==> config.mk <==
export PLATFORM = sky130hd
export DESIGN_NAME = hack_fetch_unit_flat
export DESIGN_NICKNAME = d
export VERILOG_FILES = /design/src/rtl/hack_pkg.sv /design/src/rtl/hack_fetch_unit_if.sv /design/src/rtl/hack_instr_fifo.sv /design/src/rtl/hack_fetch_unit.sv /design/src/flat_wrapper.sv
export SDC_FILE = /design/constraint.sdc
export NUM_CORES = 1
export LEC_CHECK = 0
export ABC_AREA = 0
export ABC_CLOCK_PERIOD_IN_PS = 2300
export CORE_MARGIN = 4
export CORE_UTILIZATION = 47
export DETAILED_ROUTE_END_ITERATION = 16
export PLACE_DENSITY = 0.86
export SLEW_MARGIN = 10
export SYNTH_ARGS = -nofsm -noshare
export SYNTH_HDL_FRONTEND = slang
export SYNTH_SLANG_ARGS = --single-unit
==> constraint.sdc <==
create_clock -name clk -period 2.3 [get_ports clk]
set_input_delay 0.23 -clock clk [delete_from_list [all_inputs] [get_ports clk]]
set_output_delay 0.23 -clock clk [all_outputs]
set_load 0.005 [all_outputs]
==> src/rtl/hack_pkg.sv <==
// Shared HACK CPU definitions: data/address widths, instruction type, fetch FSM states.
package hack_pkg;
    localparam int HACK_DW     = 16;
    localparam int HACK_ROM_AW = 15;

    typedef logic [HACK_DW-1:0] instr_t;

    typedef enum logic {F_IDLE, F_WAIT} fetch_state_t;
endpackage

==> src/rtl/hack_fetch_unit_if.sv <==
// Fetch-stage bus: PC side, instruction ROM handshake and decode-side instruction stream.
interface hack_fetch_unit_if
    import hack_pkg::*;
#(
    parameter int AW = HACK_ROM_AW,
    parameter int DW = HACK_DW
);
    logic [15:0]   pc_addr;
    logic          jump;
    logic          pc_inc;
    logic          rom_req;
    logic [AW-1:0] rom_addr;
    logic          rom_valid;
    logic [DW-1:0] rom_data;
    logic [DW-1:0] instr;
    logic          instr_valid;
    logic          instr_ready;

    modport master (
        input  pc_addr, jump, rom_valid, rom_data, instr_ready,
        output pc_inc, rom_req, rom_addr, instr, instr_valid
    );
    modport slave (
        output pc_addr, jump, rom_valid, rom_data, instr_ready,
        input  pc_inc, rom_req, rom_addr, instr, instr_valid
    );
endinterface

==> src/rtl/hack_instr_fifo.sv <==
// Small instruction buffer: DEPTH x DW registers, push/pop/flush, occupancy count.
module hack_instr_fifo
    import hack_pkg::*;
#(
    parameter int DEPTH = 2,
    parameter int DW    = HACK_DW,
    localparam int PW   = $clog2(DEPTH),
    localparam int CW   = PW + 1
) (
    input  logic          clk,
    input  logic          rst,
    input  logic          push_i,
    input  logic [DW-1:0] wdata_i,
    input  logic          pop_i,
    input  logic          flush_i,
    output logic [DW-1:0] rdata_o,
    output logic [CW-1:0] count_o
);
    localparam logic [CW-1:0] DEPTH_C = CW'(DEPTH);

    logic [DEPTH-1:0][DW-1:0] mem_q;
    logic [PW-1:0]            wr_q, rd_q;
    logic [CW-1:0]            cnt_q;
    logic                     do_push, do_pop;

    assign do_pop  = pop_i & ~flush_i & (cnt_q != '0);
    assign do_push = push_i & ~flush_i & ((cnt_q != DEPTH_C) | do_pop);

    // Pointers wrap naturally because DEPTH is a power of two.
    always_ff @(posedge clk or negedge rst) begin
        if (!rst) begin
            mem_q <= '0;
            wr_q  <= '0;
            rd_q  <= '0;
            cnt_q <= '0;
        end else if (flush_i) begin
            wr_q  <= '0;
            rd_q  <= '0;
            cnt_q <= '0;
        end else begin
            if (do_push) begin
                mem_q[wr_q] <= wdata_i;
                wr_q        <= wr_q + 1'b1;
            end
            if (do_pop) rd_q <= rd_q + 1'b1;
            case ({do_push, do_pop})
                2'b10:   cnt_q <= cnt_q + 1'b1;
                2'b01:   cnt_q <= cnt_q - 1'b1;
                default: cnt_q <= cnt_q;
            endcase
        end
    end

    assign rdata_o = mem_q[rd_q];
    assign count_o = cnt_q;
endmodule

==> src/rtl/hack_fetch_unit.sv <==
// HACK fetch stage: one outstanding ROM read, buffered words, PC advance only on capture.
module hack_fetch_unit
    import hack_pkg::*;
#(
    parameter int DEPTH = 2,
    parameter int AW    = HACK_ROM_AW,
    parameter int DW    = HACK_DW
) (
    input  logic              clk,
    input  logic              rst,
    hack_fetch_unit_if.master bus
);
    localparam int CW = $clog2(DEPTH) + 1;
    localparam logic [CW-1:0] DEPTH_C = CW'(DEPTH);

    fetch_state_t  state_q, state_d;
    logic          drop_q, drop_d;
    logic          pc_inc, pc_inc_q;
    logic [AW-1:0] addr_q, addr_d;
    logic [CW-1:0] count;
    logic [DW-1:0] head;
    logic          unused_pc_bits;

    assign unused_pc_bits = &{1'b0, bus.pc_addr};

    // pc_inc_q holds off issue for a cycle so pc_addr has settled to PC+1.
    always_comb begin
        state_d = state_q;
        drop_d  = drop_q;
        addr_d  = addr_q;
        pc_inc  = 1'b0;
        case (state_q)
            F_IDLE: begin
                if (!bus.jump && !pc_inc_q && (count < DEPTH_C)) begin
                    state_d = F_WAIT;
                    addr_d  = bus.pc_addr[AW-1:0];
                end
            end
            F_WAIT: begin
                if (bus.rom_valid) begin
                    state_d = F_IDLE;
                    drop_d  = 1'b0;
                    pc_inc  = ~drop_q & ~bus.jump;
                end else if (bus.jump) begin
                    drop_d = 1'b1;
                end
            end
            default: state_d = F_IDLE;
        endcase
    end

    always_ff @(posedge clk or negedge rst) begin
        if (!rst) begin
            state_q  <= F_IDLE;
            drop_q   <= 1'b0;
            addr_q   <= '0;
            pc_inc_q <= 1'b0;
        end else begin
            state_q  <= state_d;
            drop_q   <= drop_d;
            addr_q   <= addr_d;
            pc_inc_q <= pc_inc;
        end
    end

    hack_instr_fifo #(.DEPTH(DEPTH), .DW(DW)) u_fifo (
        .clk     (clk),
        .rst     (rst),
        .push_i  (pc_inc),
        .wdata_i (bus.rom_data),
        .pop_i   (bus.instr_valid & bus.instr_ready),
        .flush_i (bus.jump),
        .rdata_o (head),
        .count_o (count)
    );

    assign bus.pc_inc      = pc_inc;
    assign bus.rom_req     = (state_q == F_WAIT);
    assign bus.rom_addr    = addr_q;
    assign bus.instr       = head;
    assign bus.instr_valid = (count != '0);
endmodule
==> src/flat_wrapper.sv <==
// flat-port wrapper written by rule: the top's interface ports become plain ports
module hack_fetch_unit_flat import hack_pkg::*;
#(
    parameter int DEPTH = 2,
    parameter int AW    = HACK_ROM_AW,
    parameter int DW    = HACK_DW
)
  (clk, rst, bus_pc_addr, bus_jump, bus_rom_valid, bus_rom_data, bus_instr_ready, bus_pc_inc, bus_rom_req, bus_rom_addr, bus_instr, bus_instr_valid);
  hack_fetch_unit_if #(.AW(AW), .DW(DW)) bus_i ();
  input  logic clk;
  input  logic rst;
  input wire logic [$bits(bus_i.pc_addr)-1:0] bus_pc_addr;
  input wire logic [$bits(bus_i.jump)-1:0] bus_jump;
  input wire logic [$bits(bus_i.rom_valid)-1:0] bus_rom_valid;
  input wire logic [$bits(bus_i.rom_data)-1:0] bus_rom_data;
  input wire logic [$bits(bus_i.instr_ready)-1:0] bus_instr_ready;
  output wire logic [$bits(bus_i.pc_inc)-1:0] bus_pc_inc;
  output wire logic [$bits(bus_i.rom_req)-1:0] bus_rom_req;
  output wire logic [$bits(bus_i.rom_addr)-1:0] bus_rom_addr;
  output wire logic [$bits(bus_i.instr)-1:0] bus_instr;
  output wire logic [$bits(bus_i.instr_valid)-1:0] bus_instr_valid;
  assign bus_i.pc_addr = bus_pc_addr;
  assign bus_i.jump = bus_jump;
  assign bus_i.rom_valid = bus_rom_valid;
  assign bus_i.rom_data = bus_rom_data;
  assign bus_i.instr_ready = bus_instr_ready;
  assign bus_pc_inc = bus_i.pc_inc;
  assign bus_rom_req = bus_i.rom_req;
  assign bus_rom_addr = bus_i.rom_addr;
  assign bus_instr = bus_i.instr;
  assign bus_instr_valid = bus_i.instr_valid;
  hack_fetch_unit #(.DEPTH(DEPTH), .AW(AW), .DW(DW)) u_core (.clk(clk), .rst(rst), .bus(bus_i));
endmodule
# Word-level counts from Yosys, hierarchy flattened
# Index checks and enable logic that the tools add are counted.
# word_totals
regBits	54
input_bits	37
out_inout_bits	34
elab_cells	61
# op_classes
add_sub_neg	4
order_cmp	4
n_eq_ne	3
n_mux	18
bitwise	10
reduce_logical	13
# ops
cell	count
$mux W16	3
$bwmux W32	1
$demux W16 S1	1
$mux W1	10
$reduce_bool A2 Y1	4
$and A1 B1 Y1	6
$reduce_and A2 Y1	3
$lt A1 B2 Y1 const B	2
$pmux W2 S2	1
$logic_and A1 B1 Y1	3
$not A1 Y1	3
$reduce_bool A3 Y1	1
$add A1 B1 Y1 const B	2
$add A2 B1 Y2 const B	1
$eq A2 B1 Y1 const B	1
$eq A2 B2 Y1 const B	1
$logic_not A1 Y1	2
$lt A2 B2 Y1 const B	1
$mux W2	1
$ne A2 B2 Y1 const B	1
$pmux W1 S2	1
$sub A2 B1 Y2 const B	1
$ge A1 B1 Y1 const B	1
$or A1 B1 Y1	1

# Longest topological paths before layout
# Gate-level depths: netlist (run 1).
# logic_depth
depth_word	9
ltp_mapped	7
mapped_depth_nobuf	3

# By module
# Synthesis (run 1) repeated with hierarchy kept, for this count alone.
# unflattened
cells_unflattened	152
area_unflattened_um2	2348.5
# modules_own_cells
mod	n_inst	cells_per_inst	area_per_inst_um2	seq_area_each_um2
hack_instr_fifo	1	109	1652.8	900.9
hack_fetch_unit	1	43	695.7	450.4

# Least setup slack after synthesis (run 1)
# OpenSTA, ideal clock, no wires.
# synth_path
path_kind	register -> register
start	reg u_core.state_q, in the netlist u_core.bus.rom_req
end	reg u_core.u_fifo.mem_q[11] in the netlist's numbering
setup_ns	0.125
arrival_time_ns	1.493
required_ns	2.175
path_slack_ns	0.682
stages_incl_launch_ff	7
path_buffers	3
period_less_slack_ns	1.618
cell_sequence	dfrtp_1 -> and4bb_1 -> buf_6 -> o211a_1 -> buf_6 -> buf_12 -> mux2_4
# synth_via
elab_chain_len	4
# synth_rtl
item	line_no	rtl
from (decl)	hack_fetch_unit.sv:16	fetch_state_t state_q, state_d;
from (signal assigned)	hack_fetch_unit.sv:59	state_q <= state_d;
$mux W1	hack_fetch_unit.sv:32	case (state_q)
named net bus_pc_inc	flat_wrapper.sv:17	output wire logic [$bits(bus_i.pc_inc)-1:0] bus_pc_inc;
$and A1 B1 Y1 (2 in a row)	hack_instr_fifo.sv:27	assign do_push = push_i & ~flush_i & ((cnt_q != DEPTH_C) | do_pop);
$reduce_and A2 Y1 (no source line)	-	
to (signal, indexed assignment)	hack_instr_fifo.sv:42	mem_q[wr_q] <= wdata_i;
to (decl)	hack_instr_fifo.sv:21	logic [DEPTH-1:0][DW-1:0] mem_q;
# The timed path passes the listed nets, and every way through them passes these cells.
# A chain may end at the register's enable or synchronous reset.

# Worst setup path in the final report (run 1)
# layout_path
start	reg u_core.state_q, in the netlist u_core.bus.rom_req
end	out bus_pc_inc
# layout_via
elab_chain_len	1
# layout_rtl
item	line_no
$mux W1	hack_fetch_unit.sv:32
to (decl)	flat_wrapper.sv:17
# Every way passes these cells.

==> results.json, run 1 <==
{
  "rows": 25,
  "cp_slowest_stage_delay_ns": 0.50,
  "endpoint_kind": "primary output",
  "first_iter_violations": 71,
  "antenna_found_initial": 0,
  "core_um2": 4820,
  "final_cells": 295,
  "r2r_slack_ns": 0.56,
  "synth_ff_type": "dfrtp_1",
  "p_clk_share_pct": 19.0,
  "nNetsFinal": 264,
  "synth_top_area_share_pct": 56.5,
  "drc_errors": 0,
  "min_period_ns": 2.04,
  "power_density_nw_per_um2": 995,
  "cp_slowest_cell": "clkdlybuf4s50_1",
  "critical_path_required_ns": 2.07,
  "place_area_um2": 3150,
  "pwr-share-comb_pct": 36.3,
  "p_leak_nw": 1.42,
  "synthCells": 153,
  "fp.dieH_um": 79.3,
  "grtUsageTotal_pct": 17.2,
  "grt_pass1_vias": 1693,
  "wl_per_cell_um": 16.4,
  "dieArea_um2": 6300,
  "io_buffers": 69,
  "power.switching_mw": 0.794,
  "critPathMaxFanout": 6,
  "avgSynthCellArea_um2": 15.6,
  "start_kind": "flip-flop",
  "crit_family": "buffers and inverters",
  "grt_overflow": 0,
  "slew_headroom_pct": 56.7,
  "synth_edf_count": 0,
  "drv_slew": 0,
  "place_inst": 287,
  "ios": 71,
  "async_flop_share_pct": 100,
  "firstDrtPassIters": 4,
  "rr_worst_depth": 3,
  "postRouteAntennaNets": 0,
  "syn-cell-area_um2": 2390,
  "synth_area_leaders": "dfrtp_1, mux2_2, mux2_4",
  "maxCapViolCount": 0,
  "ys_seq_elements": 54,
  "pwr-share-seq_pct": 44.7,
  "synth_area_leader_cell": "dfrtp_1",
  "setup_viol": 0,
  "root_buffer": "clkbuf_8",
  "drive_gt1_share_pct": 37.3,
  "hold_viol": 0,
  "antenna_cells": 0,
  "min_period_over_period_pct": 88.8,
  "clk-insertion-delay-late_ns": 0.30,
  "finClkSkew_ns": 0.00781,
  "initial_core_util_pct": 49.7,
  "area_growth_syn_to_layout_pct": 36.2,
  "clkSlewWorstSetupHoldPaths_ns": 0.09,
  "finish.utilization_pct": 67.7,
  "grt_pass1_wl_um": 8330,
  "path_cells": "and4bb_1 > buf_4 > clkdlybuf4s50_1",
  "synth-seq-area-share_pct": 56.5,
  "place_hpwl_um": 3560,
  "wl_um": 4840,
  "r2r_end": "u_core.u_fifo.mem_q[18]",
  "critPathArrivalTime_ns": 1.81,
  "max_clock_freq_mhz": 490,
  "ir_worst_vdd_v": 0.000733,
  "tritoncts": "done",
  "setup-tns-final_ns": 0,
  "grt_start_max_net_pins": 55,
  "numCtsBuffers": 5,
  "cts_setup_buffers": 0,
  "die_w_um": 79.3,
  "num_vias": 1469,
  "htreeDepth": 2,
  "status": "completed",
  "yosysUniqueCellTypes": 30,
  "fin_area_um2": 3260,
  "clkSinkCount": 54,
  "path_buf_inv": 2,
  "power.internal_mw": 2.45,
  "rsz0062_at_grt": "false",
  "synth_common_cells": "dfrtp_1, mux2_2, mux2_4",
  "worst_slew_pin_slew_ns": 0.649,
  "holdBufCountCts": 0,
  "gp_congestion": 0.707,
  "r2r_start": "u_core.u_fifo.count_o[1]",
  "avgViaCountPerCell": 4.98,
  "power.share.switching_pct": 24.5,
  "crit_type": "flip-flop to primary output",
  "min_path_type": "primary input to asynchronous set/reset pin",
  "cts_resized": 0,
  "syn_nets": 190,
  "clock_path_buffers": 2,
  "yosys_warnings": 0
}
area by class of cell:
type | count | area [µm²]
inverter | 2 | 7.51
tap | 67 | 83.8
timing repair buffer | 75 | 756
clock inverter | 3 | 40.0
clock buffer | 5 | 68.8
fill | 371 | 1560
multi-input combinational | 89 | 952
sequential | 54 | 1350
metal layers:
metal	routed length, µm	GRT usage (%)
met3	167	2.95
met5	0	0
met1	1940	21.0
met2	2670	30.6
met4	69	6.01
how the worst max path moves through the flow:
| stage | depth (start not counted) | end | start | slack [ns] |
|---|---|---|---|---|
| after floorplan | 6 | u_core.u_fifo.mem_q[11] | u_core.bus.rom_req | 0.68 |
| after global placement | 4 | u_core.u_fifo.mem_q[20] | bus_jump | 0.30 |
| after detailed placement | 4 | u_core.u_fifo.mem_q[30] | bus_jump | 0.28 |
| after CTS | 3 | bus_instr[1] | u_core.u_fifo.rd_q | 0.25 |
| after global routing | 3 | bus_pc_inc | u_core.bus.rom_req | 0.17 |
| final | 3 | bus_pc_inc | u_core.bus.rom_req | 0.26 |
power groups by stage:
stage	Sequential [mW]	Combinational [mW]	Clock, mW
global route	1.49	1.27	0.686
global placement	1.44	1.16	0
detailed placement	1.47	1.19	0
finish	1.45	1.18	0.618
floorplan	1.43	0.572	0
CTS	1.45	1.20	0.634
kinds of logic (layout without fill, tap and decap cells):
kind of cell,Yosys count,in the layout,synth area share [%]
AOI/OAI and AO/OA,10,10,3.40
xor gates and xnor gates,1,1,0.366
DFF,54,54,56.5
muxes,63,63,31.1
and+or+nand+nor,15,15,4.97
buffers and inverters,10,85,3.71
state kept, by name, indices dropped and copies added, names as in the netlist:
signal	flops
u_core.u_fifo.wr_q	1
u_core.drop_q	1
u_core.u_fifo.rd_q	1
u_core.pc_inc_q	1
u_core.bus.rom_addr	15
u_core.bus.rom_req	1
u_core.u_fifo.mem_q	32
u_core.u_fifo.count_o	2
cells in the final DEF, fill, tap and decap left out:
cell type,n
inv_1,2
buf_12,2
o211a_1,1
clkinv_2,2
clkbuf_8,5
mux2_2,54
nor3_1,1
buf_2,1
or2_2,1
a21oi_1,3
dfrtp_1,54
nand2_1,1
nor2_1,3
o21ai_0,2
nand2b_1,1
a21o_2,1
a21o_1,1
and3_2,1
mux2_4,9
a311oi_1,1
o211ai_4,1
nand2b_4,1
nor4_4,1
and4bb_1,1
bufinv_16,1
and2b_4,1
nor2b_1,1
nor4_1,1
buf_4,4
clkdlybuf4s50_1,68
xor2_1,1
and3b_1,1
metrics by stage:
stage / hold slack [ns] / power (mW) / setup WS (ns)
after global placement: 0.395 / 2.61 / 0.298
after global routing: 0.101 / 3.45 / 0.174
after detailed placement: 0.402 / 2.66 / 0.281
final: 0.0444 / 3.24 / 0.258
after CTS: 0.0642 / 3.29 / 0.247
after floorplan: -0.0656 / 2.00 / 0.682
Power figures use the tool's default switching activity.
==> run 2: changes to the inputs <==
Settings changed: CTS_CLUSTER_SIZE from default to 10.
==> results of run 2 <==
Same layout as run 1: the final DEF is identical, and so are final timing and power.
